File: config.mk
export PLATFORM = sky130hd
export DESIGN_NAME = seg7_scan_driver
export DESIGN_NICKNAME = d
export VERILOG_FILES = /design/src/rtl/seg7_pkg.sv /design/src/rtl/seg7_hex_decode.sv /design/src/rtl/seg7_scan_driver.sv
export SDC_FILE = /design/constraint.sdc
export NUM_CORES = 1
export LEC_CHECK = 0
export ABC_AREA = 1
export CAP_MARGIN = 40
export CORE_ASPECT_RATIO = 2
export CORE_MARGIN = 2
export CORE_UTILIZATION = 55
export CTS_CLUSTER_DIAMETER = 200
export DETAILED_ROUTE_END_ITERATION = 6
export PLACE_DENSITY = 0.81
export SYNTH_ARGS = -nofsm -noshare
export SYNTH_HDL_FRONTEND = slang
export SYNTH_HIERARCHICAL = 1
export SYNTH_SLANG_ARGS = --single-unit
File: constraint.sdc
create_clock -name clk -period 2.8 [get_ports clk]
set_input_delay 0.56 -clock clk [delete_from_list [all_inputs] [get_ports clk]]
set_output_delay 0.56 -clock clk [all_outputs]
set_load 0.05 [all_outputs]
File: src/rtl/seg7_pkg.sv
// rtl/seg7_pkg.sv - shared 7-segment display constants and hex glyph table
// Active-low {dp,g,f,e,d,c,b,a} encodings for common-anode displays.
package seg7_pkg;

  localparam int         NUM_DIGITS = 4;
  localparam logic [3:0] ANODE_OFF  = 4'b1111;

  localparam logic [7:0] SEG_0     = 8'hC0;
  localparam logic [7:0] SEG_1     = 8'hF9;
  localparam logic [7:0] SEG_2     = 8'hA4;
  localparam logic [7:0] SEG_3     = 8'hB0;
  localparam logic [7:0] SEG_4     = 8'h99;
  localparam logic [7:0] SEG_5     = 8'h92;
  localparam logic [7:0] SEG_6     = 8'h82;
  localparam logic [7:0] SEG_7     = 8'hF8;
  localparam logic [7:0] SEG_8     = 8'h80;
  localparam logic [7:0] SEG_9     = 8'h90;
  localparam logic [7:0] SEG_A     = 8'h88;
  localparam logic [7:0] SEG_B     = 8'h83;
  localparam logic [7:0] SEG_C     = 8'hC6;
  localparam logic [7:0] SEG_D     = 8'hA1;
  localparam logic [7:0] SEG_E     = 8'h86;
  localparam logic [7:0] SEG_F     = 8'h8E;
  localparam logic [7:0] SEG_BLANK = 8'hFF;

  // g..a all off; used when a leading-zero digit is suppressed
  localparam logic [6:0] SEG7_OFF = 7'h7F;

  typedef logic [1:0] digit_idx_t;

  function automatic logic [7:0] hex_glyph(input logic [3:0] nib);
    logic [7:0] g;
    case (nib)
      4'h0: g = SEG_0;
      4'h1: g = SEG_1;
      4'h2: g = SEG_2;
      4'h3: g = SEG_3;
      4'h4: g = SEG_4;
      4'h5: g = SEG_5;
      4'h6: g = SEG_6;
      4'h7: g = SEG_7;
      4'h8: g = SEG_8;
      4'h9: g = SEG_9;
      4'hA: g = SEG_A;
      4'hB: g = SEG_B;
      4'hC: g = SEG_C;
      4'hD: g = SEG_D;
      4'hE: g = SEG_E;
      default: g = SEG_F;
    endcase
    return g;
  endfunction

endpackage

File: src/rtl/seg7_hex_decode.sv
// rtl/seg7_hex_decode.sv - combinational nibble to active-low g..a pattern
module seg7_hex_decode
  import seg7_pkg::*;
(
  input  logic [3:0] nibble,
  output logic [6:0] pattern
);

  logic [7:0] glyph;

  always_comb begin
    glyph   = hex_glyph(nibble);
    pattern = glyph[6:0];
  end

endmodule

File: src/rtl/seg7_scan_driver.sv
// rtl/seg7_scan_driver.sv - 4-digit multiplexed common-anode 7-segment driver
// Optional LEADING_ZERO_BLANK_EN: suppress leading zero digits 3..1.
module seg7_scan_driver
  import seg7_pkg::*;
#(
  parameter int REFRESH_DIV = 100000
) (
  input  logic        clk,
  input  logic        reset,
  input  logic [15:0] value,
  input  logic [3:0]  digit_en,
  input  logic [3:0]  dp_in,
  output logic [3:0]  anode,
  output logic [7:0]  seg,
  output logic        frame_start
);

  localparam int              CW         = $clog2(REFRESH_DIV);
  localparam logic [CW-1:0]   CNT_MAX    = CW'(REFRESH_DIV - 1);
  localparam digit_idx_t      LAST_DIGIT = digit_idx_t'(NUM_DIGITS - 1);

  logic [CW-1:0] cnt;
  digit_idx_t    idx;
  logic [15:0]   shadow;
  logic          load_pending;

  logic          tick;
  logic          load;
  logic [3:0]    nibble;
  logic [6:0]    pattern;
  logic          blank;
  logic [3:0]    anode_next;
  logic [7:0]    seg_next;

  assign tick = (cnt == CNT_MAX);
  // Shadow reloads only at the frame boundary so a frame never mixes two values
  assign load = load_pending | (tick && (idx == LAST_DIGIT));

  assign nibble = shadow[{idx, 2'b00} +: 4];

  seg7_hex_decode u_decode (
    .nibble  (nibble),
    .pattern (pattern)
  );

`ifdef LEADING_ZERO_BLANK_EN
  always_comb begin
    blank = 1'b0;
    case (idx)
      2'd3:    blank = (shadow[15:12] == 4'h0);
      2'd2:    blank = (shadow[15:8]  == 8'h00);
      2'd1:    blank = (shadow[15:4]  == 12'h000);
      default: blank = 1'b0;
    endcase
  end
`else
  assign blank = 1'b0;
`endif

  always_comb begin
    anode_next = ~(4'b0001 << idx) | ~digit_en;
    seg_next   = {~dp_in[idx], (blank ? SEG7_OFF : pattern)};
  end

  always_ff @(posedge clk or posedge reset) begin
    if (reset) begin
      cnt          <= '0;
      idx          <= '0;
      shadow       <= 16'h0000;
      load_pending <= 1'b1;
      anode        <= ANODE_OFF;
      seg          <= SEG_BLANK;
      frame_start  <= 1'b0;
    end else begin
      cnt <= tick ? '0 : cnt + CW'(1);
      if (tick) begin
        idx <= idx + 2'd1;
      end
      if (load) begin
        shadow       <= value;
        load_pending <= 1'b0;
      end
      frame_start <= load;
      anode       <= anode_next;
      seg         <= seg_next;
    end
  end

endmodule

==> key figures <==
Outcome
  – Status: complete, no violations

CTS
  – Clock transition at the registers of the reported paths: 0.09 ns
  – H-tree depth: 2
  – Hold buffer count at cts: 0
  – Worst-Skew Late Latency: 0.30 ns
  – CTS tree: built
  – Clock root buffer: clkbuf_8
  – Bufs on Longest Clock Path: 2
  – Setup Fix Bufs, Post-CTS: 0
  – Post-cts gate resize count: 0
  – TritonCTS Sinks: 49
  – CTS Buf Count: 5

Layout
  – Antenna diodes: 0
  – Most frequent cells in the layout: nand2_1, nor2_1, clkdlybuf4s50_1
  – Nets: 387
  – Fillers: 342
  – Share of layout cells above drive strength 1: 9.14%
  – Final Instance Area: 3040 sq um
  – Area Growth Syn to Fin: 20.5%
  – Commonest non-fill, non-tap cell in the layout: nand2_1
  – Final Core Density: 69.4%
  – Area of the multi-input gates: 1100 sq um
  – FF/Latch Area: 1240 sq um

Setup path
  – Capturing point of the worst reg2reg path: seg[0]$_DFF_PP1_
  – Worst Setup EP: seg[0]$_DFF_PP1_
  – WP depth: 9
  – Crit. Startpoint: idx[0]$_DFFE_PP0N_
  – Top delay family on crit path: buffers and inverters
  – Nature of the critical path endpoint: flop
  – CP required: 3.03 ns
  – R2R depth: 9
  – Crit Path Category: flop to flop
  – Cells along the critical path: inv_1 -> o21ai_0 -> o22ai_1 -> inv_1 -> ha_1 -> inv_1 -> nand2_1 -> nand3_1 -> nand2_1
  – Max stage delay cell, worst path: dfrtp_1
  – Buf+Inv Stages, Crit Path: 3
  – Cell repeated most along the worst path: inv_1
  – Flop-to-flop setup slack: 0.61 ns
  – Crit-path max FO: 13
  – Critical R2R Launch: idx[0]$_DFFE_PP0N_
  – Crit path launch type: flop
  – Max incr delay on CP: 0.52 ns
  – Worst path arrival time: 2.42 ns

STA
  – Final min period: 2.19 ns
  – Final Skew: 0.0102 ns
  – Worst hold margin: 0.466 ns
  – Final hold vios: 0
  – FMAX: 0.457 GHz
  – Worst slew pin tran: 0.725 ns
  – Max-slew violation count: 0
  – RSZ-0062 raised after global routing: no
  – Slew HR: 51.7%
  – Tcrit/Tclk final: 78.2%
  – Final setup viols: 0
  – Setup TNS: 0 ns

Drt
  – Vias: 2116
  – Routed vias/inst: 5.24
  – Drt wl/cell: 13.6 microns
  – WL final: 5490 microns
  – Final antenna-violating net count: 0
  – Iter 0 DRT Violations: 38
  – Number of detailed-route iterations in the first pass: 4
  – DRC Markers: 0

Synthesis
  – Synth Cell Area: 2520 sq um
  – Post-Syn Instances: 308
  – Synth warn: 6
  – Share of the yosys chip area belonging to registers: 49.3%
  – Mapped Avg Cell Area: 8.19 sq um
  – Syn nets: 346
  – Number of distinct library cells after synthesis: 30
  – Register bit count reported by yosys: 49

Pwr
  – Worst vdd ir: 0.434 mV
  – Total power: 1.45 mW
  – Leakage: 1.48 nW
  – Pwr Density: 478 nW/um^2

GRT
  – Vias in the first global route: 2143
  – GR Overflow Total: 0
  – Initial antenna violation count: 0
  – Largest net degree at the start of global routing: 19
  – Total Routing Usage GR: 23.7%
  – First-pass GRT wire length: 9220 microns

Placement
  – # port buffers: 38
  – DPL Wire Length: 4350 microns
  – Dpl cell area: 2950 sq um
  – Placer congestion estimate: 0.890

Run
  – Max cap viols: 0

Die
  – Ports: 39
  – Die Ht: 99.8 microns
  – Initial core utilization: 57.6%
  – Total core area: 4380 sq um
  – Chip Width: 51.9 microns
  – Core Rows: 34
  – Full die area: 5180 sq um

Worst hold path
  – Hold_sp: cnt[0]$_DFF_PP0_
  – Hold WC Path Type: flop to flop
## sequential cells by signal, summed over array words and instances, names as in the netlist
signal / cells
load_pending: 1
cnt: 17
idx: 2
anode: 4
seg: 8
shadow: 16
frame_start: 1
## through the flow
step           std cells  setup WS [ns]
3_3_place_gp         396          0.780
3_5_place_dp         396          0.667
6_report             404          0.611
4_1_cts              404          0.609
2_1_floorplan        308          0.922
5_1_grt              404          0.482
## power by group
part / switching [mW] / internal [mW] / total, mW
logic: 0.153 / 0.0954 / 0.248
clock network: 0.226 / 0.201 / 0.427
registers: 0.0192 / 0.758 / 0.778
## cell usage after synthesis, drive strengths merged
cell / n / area [sq um]
dfrtp: 36 / 901
clkinv: 1 / 3.75
clkbuf: 3 / 11.3
a32o: 1 / 10.0
o21ai: 12 / 63.8
nor2: 40 / 160
nand3b: 1 / 7.51
o22ai: 4 / 25.0
nand2: 86 / 333
xor2: 8 / 70.1
inv: 35 / 131
ha: 12 / 150
dfstp: 13 / 342
o21bai: 1 / 7.51
nand3: 37 / 198
nor3: 7 / 35.0
conb: 1 / 3.75
nand4: 3 / 18.8
buf: 4 / 36.3
a21oi: 3 / 15.0
## worst min-delay path by stage
stage / to / cells past startpoint / slack [ns]
after floorplan: cnt[0]$_DFF_PP0_ / 1 / 0.43
after global placement: cnt[0]$_DFF_PP0_ / 1 / 0.45
after detailed placement: cnt[0]$_DFF_PP0_ / 1 / 0.46
after CTS: cnt[0]$_DFF_PP0_ / 1 / 0.47
after global routing: cnt[0]$_DFF_PP0_ / 1 / 0.51
final: cnt[0]$_DFF_PP0_ / 1 / 0.47
## cell type report
class / instances / share of cell area [%]
Clock buffer: 7 / 2.84
Clock inverter: 1 / 0.247
Inverter: 36 / 4.45
Multi-Input combinational cell: 216 / 36.1
Sequential cell: 49 / 40.9
Tap cell: 54 / 2.22
Timing Repair Buffer: 41 / 13.3
## kinds of logic after synthesis
family | after synthesis | share of synthesized area [%]
AOI/OAI and AO/OA | 21 | 4.81
adders and majority gates | 12 | 5.95
buffers and inverters | 43 | 7.24
and+or+nand+nor | 174 | 29.8
other | 1 | 0.149
DFF | 49 | 49.3
xor gates and xnor gates | 8 | 2.78
## layer usage
metal	share of wire [%]	GRT usage, %
met2	61	48.1
met4	3.8	10.9
met1	33	20.8
met3	2.4	3.13
met5	0	0
Note: power is estimated with default switching activity, not from simulation.
